<file path="config.mk">
export PLATFORM = sky130hd
export DESIGN_NAME = wta_sequencer
export DESIGN_NICKNAME = d
export VERILOG_FILES = /design/src/rtl/wta_sequencer_pkg.sv /design/src/rtl/argmin_8.sv /design/src/rtl/wta_sequencer.sv
export SDC_FILE = /design/constraint.sdc
export NUM_CORES = 1
export LEC_CHECK = 0
export ABC_AREA = 1
export CAP_MARGIN = 5
export CELL_PAD_IN_SITES_DETAIL_PLACEMENT = 1
export CELL_PAD_IN_SITES_GLOBAL_PLACEMENT = 1
export CORE_MARGIN = 1
export CORE_UTILIZATION = 32
export CTS_CLUSTER_SIZE = 16
export DETAILED_ROUTE_END_ITERATION = 8
export PLACE_DENSITY_LB_ADDON = 0.1
export SYNTH_ARGS = -nofsm -noshare
export SYNTH_HDL_FRONTEND = slang
export SYNTH_SLANG_ARGS = --single-unit
</file>
<file path="constraint.sdc">
create_clock -name clk -period 12.6 [get_ports clk]
set_input_delay 2.52 -clock clk [delete_from_list [all_inputs] [get_ports clk]]
set_output_delay 2.52 -clock clk [all_outputs]
set_load 0.05 [all_outputs]
</file>
<file path="src/rtl/wta_sequencer_pkg.sv">
`default_nettype none
// ============================================================================
// Module      : wta_sequencer_pkg
// Description : Shared definitions for the winner-take-all sequencer: default
//               cost width, FSM state type and a constant clog2 helper.
// Ports       : none (package)
// Revision    : 1.0 - initial release
// ============================================================================
package wta_sequencer_pkg;

  localparam int DEFAULT_WIDTH = 8;

  typedef enum logic [0:0] {
    ACCUM = 1'b0,  // collecting chunks of a pixel
    FLUSH = 1'b1   // next accepted chunk is the last one of the pixel
  } state_t;

  // Ceiling log2 for elaboration-time sizing; clog2(1) = 0.
  function automatic int clog2(input int value);
    int result;
    result = 0;
    for (int i = 0; i < 31; i++) begin
      if ((1 << i) < value) result = i + 1;
    end
    return result;
  endfunction

endpackage
`default_nettype wire

</file>
<file path="src/rtl/argmin_8.sv">
`default_nettype none
// ============================================================================
// Module      : argmin_8
// Description : Combinational minimum of eight packed costs. Ties resolve to
//               the lowest lane index.
// Ports       : costs    - 8 packed costs, lane k at [WIDTH*k +: WIDTH]
//               min_cost - smallest cost
//               min_lane - lane index (0..7) of the smallest cost
// Revision    : 1.0 - initial release
// ============================================================================
module argmin_8
  import wta_sequencer_pkg::*;
#(
  parameter int WIDTH = DEFAULT_WIDTH
) (
  input  logic [8*WIDTH-1:0] costs,
  output logic [WIDTH-1:0]   min_cost,
  output logic [2:0]         min_lane
);

  always_comb begin
    min_cost = costs[WIDTH-1:0];
    min_lane = 3'd0;
    // Strict compare: a later lane must be strictly cheaper to win.
    for (int k = 1; k < 8; k++) begin
      if (costs[WIDTH*k +: WIDTH] < min_cost) begin
        min_cost = costs[WIDTH*k +: WIDTH];
        min_lane = 3'(k);
      end
    end
  end

endmodule
`default_nettype wire

</file>
<file path="src/rtl/wta_sequencer.sv">
`default_nettype none
// ============================================================================
// Module      : wta_sequencer
// Description : Winner-take-all disparity selector. Accepts CHUNKS beats of
//               eight aggregated costs per pixel and returns the disparity
//               with the minimum cost (lowest disparity on ties).
// Ports       : clk, rst           - clock, synchronous active-high reset
//               in_valid/in_ready  - input chunk handshake
//               in_costs           - 8 packed costs, lane k = disparity chunk*8+k
//               out_valid/out_ready- result handshake
//               out_disp/out_cost  - winning disparity and its cost
// Revision    : 1.0 - initial release
// ============================================================================
module wta_sequencer
  import wta_sequencer_pkg::*;
#(
  parameter  int WIDTH     = DEFAULT_WIDTH,
  parameter  int CHUNKS    = 8,
  localparam int DISP_BITS = clog2(CHUNKS) + 3
) (
  input  logic                 clk,
  input  logic                 rst,
  input  logic                 in_valid,
  output logic                 in_ready,
  input  logic [8*WIDTH-1:0]   in_costs,
  output logic                 out_valid,
  input  logic                 out_ready,
  output logic [DISP_BITS-1:0] out_disp,
  output logic [WIDTH-1:0]     out_cost
);

  localparam int                CNT_BITS = (CHUNKS > 1) ? clog2(CHUNKS) : 1;
  localparam logic [CNT_BITS-1:0] LAST_CNT = CNT_BITS'(CHUNKS - 1);

  if (CHUNKS < 1 || CHUNKS > 64 || (CHUNKS & (CHUNKS - 1)) != 0) begin : g_chunks_check
    $error("wta_sequencer: CHUNKS must be a power of two in 1..64");
  end
  if (WIDTH < 1) begin : g_width_check
    $error("wta_sequencer: WIDTH must be positive");
  end

  state_t              state, state_next;
  logic [CNT_BITS-1:0] chunk_cnt, chunk_cnt_next;
  logic [WIDTH-1:0]    run_cost;
  logic [DISP_BITS-1:0] run_disp;

  logic [WIDTH-1:0]     chunk_cost;
  logic [2:0]           chunk_lane;
  logic [DISP_BITS-1:0] chunk_disp;
  logic                 is_first, is_last, in_xfer, take_chunk;
  logic [WIDTH-1:0]     sel_cost;
  logic [DISP_BITS-1:0] sel_disp;

  argmin_8 #(.WIDTH(WIDTH)) u_argmin (
    .costs    (in_costs),
    .min_cost (chunk_cost),
    .min_lane (chunk_lane)
  );

  // With a single chunk every beat both opens and closes a pixel.
  assign is_last  = (CHUNKS == 1) ? 1'b1 : (state == FLUSH);
  assign is_first = (chunk_cnt == '0);

  // The last chunk must wait while an unconsumed result still occupies
  // the output registers; earlier chunks never touch them.
  assign in_ready = !rst && !(is_last && out_valid && !out_ready);
  assign in_xfer  = in_valid && in_ready;

  // chunk_cnt*8 + lane is a plain concatenation because 8 is a power of two.
  assign chunk_disp = DISP_BITS'({chunk_cnt, chunk_lane});
  assign take_chunk = is_first || (chunk_cost < run_cost);
  assign sel_cost   = take_chunk ? chunk_cost : run_cost;
  assign sel_disp   = take_chunk ? chunk_disp : run_disp;

  always_ff @(posedge clk) begin
    if (rst) begin
      state     <= ACCUM;
      chunk_cnt <= '0;
    end else begin
      state     <= state_next;
      chunk_cnt <= chunk_cnt_next;
    end
  end

  always_comb begin
    state_next     = state;
    chunk_cnt_next = chunk_cnt;
    if (in_xfer) begin
      if (is_last) begin
        chunk_cnt_next = '0;
        state_next     = ACCUM;
      end else begin
        chunk_cnt_next = chunk_cnt + CNT_BITS'(1);
        state_next     = (chunk_cnt_next == LAST_CNT) ? FLUSH : ACCUM;
      end
    end
  end

  always_ff @(posedge clk) begin
    if (rst) begin
      run_cost  <= '0;
      run_disp  <= '0;
      out_cost  <= '0;
      out_disp  <= '0;
      out_valid <= 1'b0;
    end else begin
      if (in_xfer && !is_last) begin
        run_cost <= sel_cost;
        run_disp <= sel_disp;
      end
      // A new result replacing one being consumed keeps out_valid high.
      if (in_xfer && is_last) begin
        out_cost  <= sel_cost;
        out_disp  <= sel_disp;
        out_valid <= 1'b1;
      end else if (out_valid && out_ready) begin
        out_valid <= 1'b0;
      end
    end
  end

endmodule
`default_nettype wire

</file>
Word-level counts from Yosys, hierarchy flattened
Index checks and enable logic that the tools add are counted.

word-level totals
  flip-flop bits (word level) = 33
  output and inout bits = 16

operators by class
  add/sub/neg operators = 1
  $lt $le $gt $ge = 8
  eq/ne operators = 1
  mux-type cells = 21
  reduce and logical (&&, ||, !) cells = 14

operator list
  kind                                                            number
  8-bit less-than comparator                                      8
  8-bit 2-to-1 mux                                                8
  3-bit 2-to-1 mux                                                5
  1-bit logical AND                                               7
  6-bit 2-to-1 mux                                                1
  1-bit 2-to-1 mux                                                5
  1-bit zero test                                                 4
  2-bit 2-to-1 mux                                                2
  3-bit by 1-bit adder with 3-bit output (second input constant)  1
  3-bit == test (second input constant)                           1
  3-bit zero test                                                 1
  2-bit nonzero test                                              1
  1-bit logical OR                                                1

Depth between registers and ports, before layout
Gate-level depths: netlist of the first run.

  depth after elaboration = 17
  gate-level depth with buffers = 83
  mapped depth without buffers = 77

Hierarchy
Synthesis of the first run repeated with hierarchy kept, for this count alone.

unflattened totals
  cells, all modules = 628
  area, all modules = 3,857.4 µm²

by module, submodules not included
  module         times used  cells each  area each (µm²)
  argmin_8       1           379         2,067.0
  wta_sequencer  1           249         1,790.5

Worst setup path before layout of the first run
Ideal clock, no wire load.

  path type = input to register
  start point = input port in_costs[7]
  end point = register run_cost[2]
  setup time = 109 ps
  data arrival time = 13,253 ps
  required time = 12,491 ps
  path slack = -762 ps
  stages = 62
  cells stage by stage = inv_1 ha_1 nand2_1 inv_1 nor2_1 o21a_2 nand2_2 buf_4 o21ai_0 ha_1 a21oi_1 nor2_1 a211oi_1 nand2_4 buf_6 o21ai_0 ha_1 a21oi_1 [... 26 more ...] o21ai_0 ha_1 a21oi_1 nor2_1 a211oi_1 nand2_4 buf_4 a21oi_1 ha_1 a21oi_1 nor2_1 a211oi_1 nand2_4 buf_6 nand3_1 nand3_1 nand2_1 inv_1

between the ends
  cells in the longest elaborated chain, start to end = 17

RTL lines
  what                        RTL line              source
  start: declaration          wta_sequencer.sv:25   input logic [8*WIDTH-1:0] in_costs,
  8-bit less-than comparator  argmin_8.sv:26        if (costs[WIDTH*k +: WIDTH] < min_cost) begin
  8-bit 2-to-1 mux (*)        argmin_8.sv:26
  8-bit less-than comparator  argmin_8.sv:26
  8-bit 2-to-1 mux (*)        argmin_8.sv:26
  8-bit less-than comparator  argmin_8.sv:26
  8-bit 2-to-1 mux (*)        argmin_8.sv:26
  8-bit less-than comparator  argmin_8.sv:26
  8-bit 2-to-1 mux (*)        argmin_8.sv:26
  8-bit less-than comparator  argmin_8.sv:26
  8-bit 2-to-1 mux (*)        argmin_8.sv:26
  8-bit less-than comparator  argmin_8.sv:26
  8-bit 2-to-1 mux (*)        argmin_8.sv:26
  8-bit less-than comparator  argmin_8.sv:26
  8-bit 2-to-1 mux (*)        argmin_8.sv:26
  8-bit less-than comparator  wta_sequencer.sv:71   assign take_chunk = is_first || (chunk_cost < run_cost);
  1-bit logical OR            wta_sequencer.sv:71
  8-bit 2-to-1 mux (*)        wta_sequencer.sv:72   assign sel_cost = take_chunk ? chunk_cost : run_cost;
  end signal: assignment      wta_sequencer.sv:108  run_cost <= sel_cost;
  end: declaration            wta_sequencer.sv:44   logic [WIDTH-1:0] run_cost;

Mark *: on every way between the ends. The rest lies on a longest branch, timed or not.
A chain may end at the register's enable or synchronous reset.

Final worst setup path of the first run
  start point = input port in_costs[7]
  end point = register out_cost[0]

between the ends
  cells in the longest elaborated chain, start to end = 17

RTL lines
  what                        RTL line              source
  8-bit less-than comparator  argmin_8.sv:26
  8-bit 2-to-1 mux (*)        argmin_8.sv:26
  8-bit less-than comparator  argmin_8.sv:26
  8-bit 2-to-1 mux (*)        argmin_8.sv:26
  8-bit less-than comparator  argmin_8.sv:26
  8-bit 2-to-1 mux (*)        argmin_8.sv:26
  8-bit less-than comparator  argmin_8.sv:26
  8-bit 2-to-1 mux (*)        argmin_8.sv:26
  8-bit less-than comparator  argmin_8.sv:26
  8-bit 2-to-1 mux (*)        argmin_8.sv:26
  8-bit less-than comparator  argmin_8.sv:26
  8-bit 2-to-1 mux (*)        argmin_8.sv:26
  8-bit less-than comparator  argmin_8.sv:26
  8-bit 2-to-1 mux (*)        argmin_8.sv:26
  8-bit less-than comparator  wta_sequencer.sv:71
  1-bit logical OR            wta_sequencer.sv:71
  8-bit 2-to-1 mux (*)        wta_sequencer.sv:72
  end signal: assignment      wta_sequencer.sv:113  out_cost <= sel_cost;
  end: declaration            wta_sequencer.sv:29   output logic [WIDTH-1:0] out_cost

Marks and branches as above.

==> results_dict.tcl, run 1 <==
set metrics [dict create \
    outcome "complete, but fails checks" \
    failed_checks "DRC" \
    path_clk_slew_ns 0.05 \
    seq_area_um2 661 \
    multiInputGateArea_um2 3120 \
    cts_made_buffers 5 \
    synthAdderAreaFrac 0.159 \
    crit_type "in -> reg" \
    die_area_um2 12500 \
    yosysSeqAreaShare 0.171 \
    cts.sink_count 33 \
    ctsHoldBuffers 0 \
    min_period_ns 12.09 \
    viasPerCell 4.96 \
    grt_pass1_vias 4414 \
    crit_family "compound AO/OA/AOI/OAI gates" \
    p_leak_nw 2.76 \
    crit_path_end_kind "flip-flop" \
    synth-compound-area-share 0.152 \
    drv_slew 0 \
    peakVddDrop_uv 79.0 \
    crit_required_ns 12.78 \
    dp.final_hpwl_um 9600 \
    drt_iter0_drc 112 \
    cts-root-buf "clkbuf_16" \
    synth_fp_nets 732 \
    p_int_uw 530 \
    drive_above_1_share 0.203 \
    hold_class "reg -> reg" \
    synth.area.mux_share 0 \
    clkPwrFrac 0.139 \
    synthCells 615 \
    swShare 0.493 \
    clock_latency_ns 0.28 \
    synth-xor-area-share 0.00227 \
    grt_max_degree 29 \
    design.core.area_um2 11600 \
    synthSimpleGateAreaFrac 0.392 \
    drc 6 \
    fmax_mhz 82.7 \
    place.gp.congestion 0.843 \
    final.setup_skew_ns 0.00549 \
    io-pin-count 84 \
    synthDistinctLibCells 26 \
    cpMaxStageDelayCell "clkdlybuf4s50_1" \
    routed_wl_um 12700 \
    nFillCells 1507 \
    fin_util 0.481 \
    die-height_um 112 \
    path_buf_inv 10 \
    grt_overflow_total 0 \
    drv_cap 0 \
    grtUsageTotal 0.191 \
    p_per_area_nw_per_um2 187 \
    vias 4345 \
    crit_path_max_incr_delay_ns 0.45 \
    antenna_found_initial 0 \
    n_antenna_cell 0 \
    total_power_mw 1.04 \
    cp_max_fo 11 \
    worst_pin_slew_ns 0.854 \
    start_kind "input port" \
    area_growth_pct 44.4 \
    wl_per_cell_um 14.5 \
    crit_top_cell "nor2_1" \
    synth_top_family_by_area "simple AND/OR/NAND/NOR gates" \
    whs_ns 0.513 \
    ctsLongestPathBuffers 2 \
    grt_pass1_wl_um 19900 \
    setup_viol_count_final 0 \
    whs_path_depth 2 \
    path_depth 62 \
    layout.nets 849 \
    seqPwrFrac 0.109 \
    cts_tree "built" \
    netSwitchingPower_uw 515 \
    finalHoldViolations 0 \
    synth_area_um2 3860 \
    reg2reg_depth 8 \
    initial_core_util 0.333 \
    synth_warnings 0 \
    io_buffers 83 \
    ys_ff_latch 33 \
    arrival_ns 12.27 \
    dr.pass1.iters 6 \
    post-route-period-util 0.960 \
    avgSynthCellArea_um2 6.28 \
    postRouteAntennaNets 0 \
    relSlewSlack 0.429 \
    htree_levels 2 \
    combPwrFrac 0.752 \
    dieWidth_um 112 \
    num_rows 39 \
]
==> flip-flops by register name, summed over array words and instances (netlist names) <==
name,cells
chunk_cnt,3
run_disp,6
run_cost,8
out_cost,8
out_valid,1
is_last,1
out_disp,6
==> layer usage <==
layer	vias up	share of wire	GRT usage
met2	74	0.50	0.343
met3	8	0.036	0.0310
li1	2242	-	-
met4	0	0.0062	0.0270
met5	-	0	0
met1	2021	0.46	0.242
==> per-stage QoR <==
step	worst slack (ns)	std cells	instance area, µm²	TNS [ns]
after CTS	0.0156	842	5010	0
after global placement	-0.261	834	4810	-5.76
final	0.510	876	5580	0
after floorplan	0.0651	615	3880	0
after global routing	-0.186	876	5580	-3.84
after detailed placement	-0.948	834	4810	-25.53
==> Yosys cell counts <==
cell	n	area, µm²
o21a_1	21	158
nand2_2	33	206
a21boi_0	1	7.51
o21a_2	1	8.76
and2_1	1	6.26
o21ai_0	31	155
xor2_1	1	8.76
inv_2	8	30.0
buf_8	1	15.0
buf_2	1	5.00
a21oi_1	32	160
ha_1	49	613
nand2_1	163	612
clkbuf_4	2	15.0
o21bai_1	5	37.5
a211oi_1	7	52.6
nand2_4	10	113
nand3b_1	5	37.5
nand3_1	81	405
dlygate4sd1_1	2	17.5
nor2_1	36	135
inv_1	79	297
dfxtp_1	33	661
buf_6	5	56.3
buf_4	6	45.0
a31oi_1	1	6.26
==> cells in the final DEF (no fill, tap or decap), drive strengths merged <==
| cell | count |
|---|---|
| clkbuf | 6 |
| o21bai | 5 |
| nand3b | 5 |
| bufinv | 1 |
| ha | 49 |
| a21oi | 32 |
| nand3 | 81 |
| a211oi | 7 |
| nor2 | 36 |
| dfxtp | 33 |
| xor2 | 1 |
| o21a | 22 |
| a31oi | 1 |
| nand2 | 213 |
| clkinvlp | 1 |
| clkdlybuf4s50 | 83 |
| o21ai | 31 |
| inv | 87 |
| a21boi | 1 |
| buf | 37 |
| and2 | 1 |
==> what timing repair did <==
action,4_1_cts,5_1_grt
gates resized for setup,14,76
cloned,0,7
setup endpoints to repair,28,28
buffers inserted,0,27
pin swaps,0,26
endpoints found under the hold margin,0,0
==> power by group through the flow <==
stage	clock, mW	combinational, mW	sequential, mW
final	0.145	0.786	0.114
after global routing	0.153	0.872	0.114
after CTS	0.149	0.574	0.114
after detailed placement	0	0.558	0.116
after global placement	0	0.536	0.116
after floorplan	0	0.432	0.115
==> worst paths after layout <==
path,from,endpoint,slack [ns]
max,in_costs[7],out_cost[0]$_SDFFE_PP0P_,0.51
min,out_valid$_SDFFE_PP0P_,out_valid$_SDFFE_PP0P_,0.51
max reg2reg,chunk_cnt[0]$_SDFFE_PP0P_,out_cost[0]$_SDFFE_PP0P_,10.61
min reg2reg,out_valid$_SDFFE_PP0P_,out_valid$_SDFFE_PP0P_,0.51
==> logic make-up (layout without fill, tap and decap cells) <==
group | Yosys count | in the layout
fa+ha+maj | 49 | 49
flops | 33 | 33
buf+inv | 104 | 215
simple gates | 329 | 336
compound gates | 99 | 99
xor+xnor | 1 | 1
==> worst reg2reg max path: cells and delay by family, from the launching register on <==
kind	cells	cell delay, ns
fa+ha+maj	1	0.22
simple gates	5	1.12
flops	1	0.40
buf+inv	2	0.16
==> final cells by class <==
| type | instances | share of cell area |
|---|---|---|
| multi-input cells | 485 | 0.559 |
| flip-flops and latches | 33 | 0.118 |
| clock buffers | 6 | 0.0249 |
| repair buffers | 120 | 0.200 |
| clock inverters | 2 | 0.00673 |
| inverters | 87 | 0.0585 |
| well taps | 143 | 0.0321 |
No activity file was read; power rests on OpenSTA's default activity.
==> run 2, diff against run 1 <==
--- a/config.mk
+++ b/config.mk
@@ -13,7 +13,8 @@
 export CORE_UTILIZATION = 32
 export CTS_CLUSTER_SIZE = 16
 export DETAILED_ROUTE_END_ITERATION = 8
-export PLACE_DENSITY_LB_ADDON = 0.1
+export HOLD_SLACK_MARGIN = 0.03
+export PLACE_DENSITY_LB_ADDON = 0.2
 export SYNTH_ARGS = -nofsm -noshare
 export SYNTH_HDL_FRONTEND = slang
 export SYNTH_SLANG_ARGS = --single-unit
==> run 2 against run 1 <==
Against the previous run:
- the run still ends with DRC left
- global-route usage up 0.32 points
- utilization is 0.68 points lower
- sequential power barely moved
- first-iteration DRC count is 40% higher
- critical path depth unchanged
- register-to-register slack gained 0.06 ns
- die area stayed put
- sequential cell count unchanged
- largest power group unchanged
- worst setup slack lost 0.074 ns
- worst hold slack worse by 0.030 ns
==> results_dict.tcl, run 2 (synthesis gave the netlist of run 1 again) <==
set metrics [dict create \
    outcome "complete, but fails checks" \
    failed_checks "DRC" \
    num_rows 39 \
    ctsHoldBuffers 0 \
    vias 4385 \
    arrival_ns 12.34 \
    dp.final_hpwl_um 9780 \
    p_int_uw 516 \
    netSwitchingPower_uw 513 \
    cpMaxStageDelayCell "clkdlybuf4s50_1" \
    dr_wl_met3_um 445 \
    min_period_ns 12.16 \
    whs_path_depth 2 \
    worst_slack_ns 0.436 \
    viasPerCell 5.03 \
    drt_iter0_drc 157 \
    post-place-ws_ns -1.11 \
    wl_met1_um 5570 \
    ctsLongestPathBuffers 2 \
    reg2reg_to "out_cost[7]$_SDFFE_PP0P_" \
    start_kind "input port" \
    dieWidth_um 112 \
    cts-root-buf "clkbuf_16" \
    area_growth_pct 42.4 \
    peakVddDrop_uv 76.6 \
    p_leak_nw 2.71 \
    grt_pass1_wl_um 20100 \
    grt_max_degree 29 \
    cts.sink_count 33 \
    drv_slew 0 \
    cts_tree "built" \
    die_area_um2 12500 \
    drive_above_1_share 0.203 \
    fin_util 0.474 \
    place.gp.congestion 0.886 \
    p_per_area_nw_per_um2 187 \
    regToRegStartpoint "chunk_cnt[0]$_SDFFE_PP0P_" \
    total_power_mw 1.03 \
    clock_latency_ns 0.28 \
    setup_viol_count_final 0 \
    path_clk_slew_ns 0.06 \
    antenna_found_initial 0 \
    route.met2.wl_um 6410 \
    post-route-period-util 0.965 \
    n_antenna_cell 0 \
    final.setup_skew_ns 0.00708 \
    min_from "out_valid$_SDFFE_PP0P_" \
    swShare 0.498 \
    crit_path_end_kind "flip-flop" \
    wl_per_cell_um 14.4 \
    dr.pass1.iters 6 \
    htree_levels 2 \
    crit_required_ns 12.78 \
    reg_top3 "out_cost x8, run_cost x8" \
    hold_class "reg -> reg" \
    layout.nets 845 \
    fmax_mhz 82.2 \
    grtUsageTotal 0.194 \
    min_to "out_valid$_SDFFE_PP0P_" \
    combPwrFrac 0.749 \
    top_layer "met4" \
    tns_ns 0 \
    io_buffers 83 \
    worst_pin_slew_ns 0.904 \
    initial_core_util 0.333 \
    seqPwrFrac 0.111 \
    drv_cap 0 \
    relSlewSlack 0.396 \
    grt_pass1_vias 4451 \
    clkPwrFrac 0.141 \
    die-height_um 112 \
    r2r_setup_slack_ns 10.67 \
    crit_path_max_incr_delay_ns 0.45 \
    crit_family "compound AO/OA/AOI/OAI gates" \
    most-common-layout-cells "159 x nand2_1, 83 x clkdlybuf4s50_1, 79 x inv_1" \
    drc 4 \
    crit_type "in -> reg" \
    routed_wl_um 12600 \
    io-pin-count 84 \
    cp_max_fo 9 \
    grt_overflow_total 0 \
    path_buf_inv 11 \
    cts_made_buffers 5 \
    postRouteAntennaNets 0 \
    finalHoldViolations 0 \
    design.core.area_um2 11600 \
    reg2reg_depth 8 \
    final_common_cell "nand2_1" \
]
==> run 2: cell types whose count changed in the layout (fill, tap and decap cells not counted), moves of 3 or more <==
cell     previous run  this run
o21ai_0             7         3
nor2_2              1         6
nand3_1            81        78
nor2_1             35        30
nand3_2             0         3
o21ai_1             8        13
nand2_4            20        14
==> run 2: cell type report <==
cell class	instances	area, µm²
clock inverters	1	30.0
fillers	1510	6110
inverters	87	327
flip-flops and latches	33	661
multi-input cells	483	3070
repair buffers	118	1090
clock buffers	7	143
well taps	143	179
==> run 2: how the worst max path moves through the flow <==
| stage | cells past startpoint | slack, ns | end | from |
|---|---|---|---|---|
| after global placement | 55 | -0.31 | out_cost[2]$_SDFFE_PP0P_ | in_costs[7] |
| after detailed placement | 55 | -1.11 | out_cost[4]$_SDFFE_PP0P_ | in_costs[7] |
| after floorplan | 62 | 0.07 | run_cost[2]$_SDFFE_PP0P_ | in_costs[7] |
| final | 62 | 0.44 | out_cost[0]$_SDFFE_PP0P_ | in_costs[7] |
| after CTS | 57 | 0.03 | run_cost[4]$_SDFFE_PP0P_ | in_costs[7] |
| after global routing | 68 | -0.15 | run_cost[5]$_SDFFE_PP0P_ | in_costs[2] |
==> run 2: what timing repair did <==
item / 4_1_cts / 5_1_grt
buffers inserted: 1 / 25
hold endpoints to repair: 0 / 0
pin swaps: 1 / 18
cloned: 0 / 5
setup endpoints to repair: 28 / 28
gates resized for setup: 12 / 81
==> run 2: worst min-delay path: stages (launching register included) <==
cell and delay, ns:
dfxtp_1 0.32, nand2_1 0.07, a21oi_1 0.05
==> run 2: metal layers <==
metal  up-vias  global-route usage
met5         -                   0
met4         0              0.0378
met3        14              0.0321
met2        68               0.362
met1      2074               0.231
li1       2229                   -
==> run 2: stage by stage <==
step | std cells | hold WS, ns | area, µm²
floorplan | 615 | 0.472 | 3880
global placement | 833 | 0.472 | 4810
detailed placement | 833 | 0.482 | 4810
CTS | 842 | 0.491 | 5000
global route | 872 | 0.512 | 5500
finish | 872 | 0.483 | 5500
==> run 2: power groups by stage <==
stage,sequential (mW),clock [mW],combinational [mW]
final,0.114,0.145,0.771
after global routing,0.114,0.153,0.856
after CTS,0.114,0.147,0.573
after detailed placement,0.116,0,0.556
after global placement,0.115,0,0.526
after floorplan,0.115,0,0.432
==> run 3, diff against run 2 <==
--- a/config.mk
+++ b/config.mk
@@ -15,6 +15,8 @@
 export DETAILED_ROUTE_END_ITERATION = 8
 export HOLD_SLACK_MARGIN = 0.03
 export PLACE_DENSITY_LB_ADDON = 0.2
+export SLEW_MARGIN = 20
 export SYNTH_ARGS = -nofsm -noshare
 export SYNTH_HDL_FRONTEND = slang
 export SYNTH_SLANG_ARGS = --single-unit
+export TNS_END_PERCENT = 30
==> results of run 3 <==
No change in the layout: final DEF, timing and power equal those of run 2.
